File: config.mk
export PLATFORM = sky130hd
export DESIGN_NAME = dialog_seq_ctrl
export DESIGN_NICKNAME = d
export VERILOG_FILES = /design/src/rtl/dialog_seq_ctrl.sv
export SDC_FILE = /design/constraint.sdc
export NUM_CORES = 1
export LEC_CHECK = 0
export CORE_MARGIN = 4
export CORE_UTILIZATION = 39
export CTS_CLUSTER_DIAMETER = 60
export DETAILED_ROUTE_END_ITERATION = 10
export SLEW_MARGIN = 20
export SYNTH_ARGS = -nofsm -noshare
export SYNTH_HDL_FRONTEND = slang
export SYNTH_SLANG_ARGS = --single-unit
File: constraint.sdc
create_clock -name clk -period 2.2 [get_ports clk]
set_clock_uncertainty 0.1 [all_clocks]
set_input_delay 0.22 -clock clk [delete_from_list [all_inputs] [get_ports clk]]
set_output_delay 0.22 -clock clk [all_outputs]
set_load 0.005 [all_outputs]
File: src/rtl/dialog_seq_ctrl.sv
// Dialog text sequencer.
// Decides when the dialog box is open and which page the text ROMs render.
// Reveals the page one character at a time, paced by frame ticks.
// Key[0] skips the reveal or acknowledges the page; key[3] aborts the dialog.
// Acknowledging DOOR_PAGE / ITEM_PAGE raises sticky progress flags.
module dialog_seq_ctrl #(
   parameter int NUM_PAGES      = 4,
   parameter int LINE_CHARS     = 32,
   parameter int TICKS_PER_CHAR = 2,
   parameter int DOOR_PAGE      = 2,
   parameter int ITEM_PAGE      = 3
) (
   input  logic                         clk,
   input  logic                         rst,
   input  logic [3:0]                   key,
   input  logic                         frame_tick,
   input  logic                         trigger,
   output logic                         dialog_active,
   output logic [$clog2(NUM_PAGES)-1:0] page,
   output logic [5:0]                   reveal,
   output logic                         page_done,
   output logic                         door,
   output logic                         item2
);

   localparam int PW = $clog2(NUM_PAGES);
   // The tick counter keeps at least one bit so a one-tick pace still elaborates.
   localparam int TW = (TICKS_PER_CHAR > 1) ? $clog2(TICKS_PER_CHAR) : 1;

   localparam logic [1:0] ST_IDLE     = 2'd0;
   localparam logic [1:0] ST_REVEAL   = 2'd1;
   localparam logic [1:0] ST_WAIT_KEY = 2'd2;

   localparam logic [5:0]    REVEAL_MAX = 6'(LINE_CHARS);
   localparam logic [TW-1:0] TICK_LAST  = TW'(TICKS_PER_CHAR - 1);
   localparam logic [PW-1:0] LAST_PAGE  = PW'(NUM_PAGES - 1);
   localparam logic [PW-1:0] DOOR_IDX   = PW'(DOOR_PAGE);
   localparam logic [PW-1:0] ITEM_IDX   = PW'(ITEM_PAGE);

   logic [1:0]    state;
   logic [1:0]    state_nx;
   logic [3:0]    key_q;
   logic [3:0]    press;
   logic [TW-1:0] tick_cnt;
   logic [TW-1:0] tick_nx;
   logic [PW-1:0] page_nx;
   logic [5:0]    reveal_nx;
   logic          active_nx;
   logic          done_nx;
   logic          door_nx;
   logic          item_nx;

   // Rising edges of the key levels; a held key produces exactly one press.
   assign press = key & ~key_q;

   // Keys 1 and 2 carry no function in this block.
   logic unused_keys;
   assign unused_keys = ^press[2:1];

   // Next-state and next-output decision for the dialog sequencer.
   always_comb begin
      // NOTE: every combinational output starts from its held value so no path can infer a latch.
      state_nx  = state;
      tick_nx   = tick_cnt;
      page_nx   = page;
      reveal_nx = reveal;
      active_nx = dialog_active;
      done_nx   = page_done;
      door_nx   = door;
      item_nx   = item2;

      case (state)
         ST_IDLE: begin
            // Key presses are meaningless without an open dialog.
            if (trigger) begin
               state_nx  = ST_REVEAL;
               active_nx = 1'b1;
               page_nx   = '0;
               reveal_nx = '0;
               tick_nx   = '0;
               done_nx   = 1'b0;
            end
         end

         ST_REVEAL: begin
            if (press[3]) begin
               // Abort wins over everything else on the same edge.
               state_nx  = ST_IDLE;
               active_nx = 1'b0;
               page_nx   = '0;
               reveal_nx = '0;
               tick_nx   = '0;
               done_nx   = 1'b0;
            end else if (press[0]) begin
               // Skip: show the whole page at once, even if a tick coincides.
               state_nx  = ST_WAIT_KEY;
               reveal_nx = REVEAL_MAX;
               tick_nx   = '0;
               done_nx   = 1'b1;
            end else if (frame_tick) begin
               if (tick_cnt == TICK_LAST) begin
                  tick_nx   = '0;
                  reveal_nx = reveal + 6'd1;
                  // The character that completes the line ends the reveal on this edge.
                  if (reveal_nx == REVEAL_MAX) begin
                     state_nx = ST_WAIT_KEY;
                     done_nx  = 1'b1;
                  end
               end else begin
                  tick_nx = tick_cnt + TW'(1);
               end
            end
         end

         ST_WAIT_KEY: begin
            // Frame ticks are ignored: the page is fully shown.
            if (press[3]) begin
               state_nx  = ST_IDLE;
               active_nx = 1'b0;
               page_nx   = '0;
               reveal_nx = '0;
               tick_nx   = '0;
               done_nx   = 1'b0;
            end else if (press[0]) begin
               if (page == DOOR_IDX) begin
                  door_nx = 1'b1;
               end
               if (page == ITEM_IDX) begin
                  item_nx = 1'b1;
               end
               if (page == LAST_PAGE) begin
                  // Conversation finished: close the box.
                  state_nx  = ST_IDLE;
                  active_nx = 1'b0;
                  page_nx   = '0;
                  reveal_nx = '0;
                  tick_nx   = '0;
                  done_nx   = 1'b0;
               end else begin
                  state_nx  = ST_REVEAL;
                  page_nx   = page + PW'(1);
                  reveal_nx = '0;
                  tick_nx   = '0;
                  done_nx   = 1'b0;
               end
            end
         end

         default: begin
            // Unreachable encodings fall back to a closed dialog.
            state_nx  = ST_IDLE;
            active_nx = 1'b0;
            page_nx   = '0;
            reveal_nx = '0;
            tick_nx   = '0;
            done_nx   = 1'b0;
         end
      endcase
   end

   // Register state, key history and all outputs; synchronous reset.
   always_ff @(posedge clk) begin
      if (rst) begin
         state         <= ST_IDLE;
         // A key already down when reset lifts must not look like a fresh press.
         key_q         <= 4'b1111;
         tick_cnt      <= '0;
         page          <= '0;
         reveal        <= '0;
         dialog_active <= 1'b0;
         page_done     <= 1'b0;
         door          <= 1'b0;
         item2         <= 1'b0;
      end else begin
         // NOTE: non-blocking assignments so every register samples pre-edge values.
         state         <= state_nx;
         key_q         <= key;
         tick_cnt      <= tick_nx;
         page          <= page_nx;
         reveal        <= reveal_nx;
         dialog_active <= active_nx;
         page_done     <= done_nx;
         door          <= door_nx;
         item2         <= item_nx;
      end
   end

endmodule

# [After elaboration in Yosys (flattened, before gate mapping)]
# Cells that the tools add are included.
[classes] eq_ne=12 n_addsub=3 n_bitwise=3 n_mux=44 n_reduce_logical=8
[ops] operator="two-way mux 6 bit" n=7
[ops] operator="two-way mux 2 bit" n=13
[ops] operator="two-way mux 1 bit" n=18
[ops] operator="one-hot mux 6 bit (3 select lines)" n=1
[ops] operator="AND reduction 4 bit" n=4
[ops] operator="inequality test 4 bit, second input constant" n=3
[ops] operator="one-hot mux 2 bit (3 select lines)" n=2
[ops] operator="one-hot mux 1 bit (3 select lines)" n=3
[ops] operator="adder 6 x 1 -> 6 bit, second input constant" n=1
[ops] operator="== test 2 bit, second input constant" n=3
[ops] operator="== test 6 bit, second input constant" n=1
[ops] operator="inequality test 3 bit, second input constant" n=2
[ops] operator="AND reduction 3 bit" n=2
[ops] operator="AND reduction 5 bit" n=1
[ops] operator="AND 4 bit" n=1
[ops] operator="inequality test 2 bit, second input constant" n=2
[ops] operator="inverter 4 bit" n=1
[ops] operator="adder 2 x 1 -> 2 bit, second input constant" n=1
[ops] operator="== test 2 x 1 -> 1 bit, second input constant" n=1
[ops] operator="logical NOT 2 bit" n=1
[ops] operator="adder 1 bit, second input constant" n=1
[ops] operator="inverter 1 bit" n=1
[word_totals] inputBits=8 out_inout_bits=12 word_cells=79 ff_bits=19

# [Logic depth before layout (Yosys ltp)]
[depth] depth_word=8 ltp_mapped=6 ltp_nobuf=5

# [Least setup slack after synthesis]
# No wires, ideal clock.
[synth_path] kind="reg2reg" start="register page[0]" end="register page[0]" setup_slack_ps=634 setup_ps=70 path_buffers=0 path_stages_with_launch=5 required_ps=2030 period_less_slack_ps=1566 arrival_ps=1396 cell_sequence="dfxtp_1 ha_1 or3_1 or4_1 a21oi_1"
[synth_between] elab_chain_cells=5 word_cells_on_any_way=6 cone_classes="1 x add/sub; 1 x eq/ne; 4 x mux"
[synth_rtl] item="start, declared" line_no="19" text="output logic [$clog2(NUM_PAGES)-1:0] page,"
[synth_rtl] item="start signal, assigned" line_no="179" text="page <= page_nx;"
[synth_rtl] item="adder 2 x 1 -> 2 bit or == test 2 bit (tied branches)" line_no="141, 131"
[synth_rtl] item="two-way mux 2 bit *" line_no="131" text="if (page == LAST_PAGE) begin"
[synth_rtl] item="two-way mux 2 bit *" line_no="124" text="end else if (press[0]) begin"
[synth_rtl] item="two-way mux 2 bit *" line_no="117" text="if (press[3]) begin"
[synth_rtl] item="one-hot mux 2 bit (3 select lines) *" line_no="72" text="case (state)"
# Every way passes the cells marked *; elsewhere a longest branch is shown, timed or not. The select of a mux whose other input is x is not followed.
# A chain may end at the register's enable or synchronous reset.

# [Worst setup path after layout]
[layout_path] start="register state[0]" end="register page_done"
[layout_between] elab_chain_cells=3 word_cells_on_any_way=10 cone_classes="7 x eq/ne; 1 x mux; 2 x reduce/logical"
[layout_rtl] item="start, declared" line_no="40" text="logic [1:0] state;"
[layout_rtl] item="start signal, assigned" line_no="176" text="state <= state_nx;"
[layout_rtl] item="== test 2 x 1 -> 1 bit, or another cell as far along" line_no="72"
[layout_rtl] item="inequality test 4 bit (no source line), or another cell as far along"
[layout_rtl] item="AND reduction 5 bit (no source line)"
[layout_rtl] item="end signal, assigned" line_no="182" text="page_done <= done_nx;"
[layout_rtl] item="end, declared" line_no="21" text="output logic page_done,"
# Several ways; a longest one is shown, not always the timed one.

==> impl_summary.log <==
INFO  metric post-route-min-period = 1.77 ns
INFO  metric finalWorstSetupSlack = around 0.43 ns
INFO  metric cts.sink_count = 17
INFO  metric gp_congestion = 0.757
INFO  metric final_hold_viol_count = 0
INFO  metric r2r.worst_path.cells = 5
INFO  metric postSynth.topFlopCell = dfxtp_1
INFO  metric p_leak = 0.000426 uW
INFO  metric cts_setup_buffers = 0
INFO  metric critical_path.max_fanout = 9
INFO  metric crit_type = flip-flop to flip-flop
INFO  metric area_growth_syn_to_layout = 25.6%
INFO  metric hpwl = 1.49 mm
INFO  metric post_cts_hold_buffers = 0
INFO  metric holdWs = 0.379 ns
INFO  metric synth_cell_types = 41
INFO  metric grt_pass1_wl = 3.52 mm
INFO  metric avg_cell_area_syn = a little under 9 um^2
INFO  metric max-clock-path-buffers = 2
INFO  metric layout_net_count = 142
INFO  metric synth.top_cell.area_share = 0.359
INFO  metric drt-pass1-iter-count = 4
INFO  metric synth_sequential_area_ratio = 0.359
INFO  metric grt_pass1_vias = 784
INFO  metric timing.max_cap.violations = 0
INFO  metric first_iter_violations = 13
INFO  metric slew-limit-headroom = 0.729
INFO  metric cts_htree_levels = 1
INFO  metric post-route-drc-count = 0
INFO  metric cp.buffers_inverters = 1
INFO  metric unrepaired_setup_endpoints_after_global_routing = no
INFO  metric synthesis.nets = 120
INFO  metric port_buffers = 17
INFO  metric die_h = ~57 um
INFO  metric drt_wl_total = 2.01 mm
INFO  metric critPathArrivalTime = about 1.9 ns
INFO  metric start_kind = flip-flop
INFO  metric cts_bufs_inserted = 3
INFO  metric tightest_slew = ~0.41 ns
INFO  metric post_cts.resized_instances = 0
INFO  metric syn-cell-area = between 900 and 1000 um^2
INFO  metric synthArstFlopShare = 0
INFO  metric track_usage = 0.137
INFO  metric hold_class = flip-flop to flip-flop
INFO  metric overflow = 0
INFO  metric die_width = approximately 57 um
INFO  metric timing.critical_path.to_type = flip-flop
INFO  metric io_pins = 20
INFO  metric layout_cells_sized_above_1 = 0.162
INFO  metric finalSetupViolations = 0
INFO  metric tritoncts = done
INFO  metric ys_top_cells_by_area = dfxtp_1 (36%), a21oi_1 (6.3%), a211oi_1 (4.0%), ha_1 (4.0%), nor2_1 (4.0%)
INFO  metric drt-vias-per-instance = 5.29
INFO  metric synth.most_common_cell = dfxtp_1
INFO  metric yosys_synthesis_warning_count = 0
INFO  metric post-route-period-util = 0.803
INFO  metric grt_antenna_before_repair = 0
INFO  metric final_core_util = 0.528
INFO  metric initial_core_util = 0.420
INFO  metric peakVddDrop = 0.000494 V
INFO  metric timing.critical_path.cells = or3_1, o31ai_4, buf_4, nor2_1, a2111oi_1
INFO  metric worstSkewPairLatency = 0.30 ns
INFO  metric drt.antenna.violating_nets = 0
INFO  metric maximum_number_of_pins_on_one_net_before_global_route_repair = 12
INFO  metric worst_path_max_delay_cell = or3_1
INFO  metric critical_path_required = 2.29 ns
INFO  metric dpl_worst_slack = 0.167 ns
INFO  metric synthTopCellsByCount = dfxtp_1 (17), a21oi_1 (12), nor2_1 (10), o21ai_0 (7)
INFO  metric max_stage_delay = 0.43 ns
INFO  metric die-area = 3280 um^2
INFO  metric cts.reportedPaths.clkPinSlew = 0.11 ns
INFO  metric per_cell_routed_wire_length = 12.7 um
INFO  metric core_area = 2250 um^2
INFO  metric cp.depth = 5
INFO  metric power.density = about 550 nW/um^2
INFO  metric dr_total_vias = approximately 840
INFO  metric slew_viol_final = 0
INFO  metric max_freq = between 500 and 600 MHz
INFO  metric synth_largest_area_cell = dfxtp_1
INFO  metric syn_inst = 109
INFO  metric critPathTopFamily = simple AND/OR/NAND/NOR gates
INFO  metric num_antenna_cells = 0
INFO  metric synth-seq-cells = 17
INFO  metric run_status = finished, final reports clean
INFO  metric clock-root-buffer = clkbuf_4
INFO  metric post_synth_edffs = 0
INFO  metric final.setup.tns = 0 ns
INFO  metric row_count = 17
INFO  metric hold-path-cell-count = 2
[registers in the layout, indices dropped and copies added, names as in the netlist]
name           flops
door               1
page_done          1
page               2
reveal             6
tick_cnt           1
dialog_active      1
item2              1
key_q              2
state              2
[where the power goes]
part           leakage [uW]  switching, uW  total [uW]  internal, uW
Clock             0.0000177            102         169          67.7
Combinational      0.000270           78.3         154          76.1
Sequential         0.000138           14.0         335           321
Total              0.000426            194         658           464
[through the flow]
stage	instance area, um^2	total power [uW]	instances
2_1_floorplan	947	445	109
3_3_place_gp	1160	494	154
3_5_place_dp	1160	495	154
4_1_cts	1190	669	158
5_1_grt	1190	699	158
6_report	1190	658	158
[worst reg2reg max path, stage by stage, from the launching register on]
cell	delay (ns)
dfxtp_1	0.39
or3_1	0.43
o31ai_4	0.11
buf_4	0.23
nor2_1	0.05
a2111oi_1	0.35
[layout make-up]
type | count | area (um^2)
Multi-Input combinational cell | 80 | 546
Timing Repair Buffer | 24 | 223
Tap cell | 28 | 35.0
Fill cell | 226 | 1060
Clock buffer | 3 | 22.5
Inverter | 5 | 18.8
Sequential cell | 17 | 340
Clock inverter | 1 | 5.00
[layer usage]
metal	global-route usage	part of all wire	up-vias
met3	0.0498	0.052	2
met2	0.220	0.44	17
met1	0.173	0.50	375
li1	-	-	442
met5	0	0	-
met4	0.0397	0.010	0
[cells by family after synthesis]
family | Yosys count | synth area share
simple gates | 41 | 0.283
compound gates | 35 | 0.243
flops | 17 | 0.359
buf+inv | 12 | 0.0647
fa+ha+maj | 3 | 0.0396
mux | 1 | 0.0106
[path summary, 6_finish.rpt]
| check | from | end | slack (ns) |
|---|---|---|---|
| setup / recovery | state[0]$_SDFFE_PP0P_ | page_done$_SDFFE_PP0P_ | 0.43 |
| hold / removal | item2$_SDFFE_PP0P_ | item2$_SDFFE_PP0P_ | 0.38 |
| setup reg to reg | state[0]$_SDFFE_PP0P_ | page_done$_SDFFE_PP0P_ | 0.43 |
| hold reg to reg | item2$_SDFFE_PP0P_ | item2$_SDFFE_PP0P_ | 0.38 |
[placed cells by master, fill, tap and decap left out, types with 3 or more instances in the layout]
cell type         n
a21oi_1          12
o21ai_0           7
buf_4             7
a31oi_1           4
inv_1             5
a211oi_1          5
clkdlybuf4s50_1  17
dfxtp_1          17
ha_1              3
nand2_1           4
clkbuf_4          3
nor2_1           10
(Power assumes the default switching activity.)
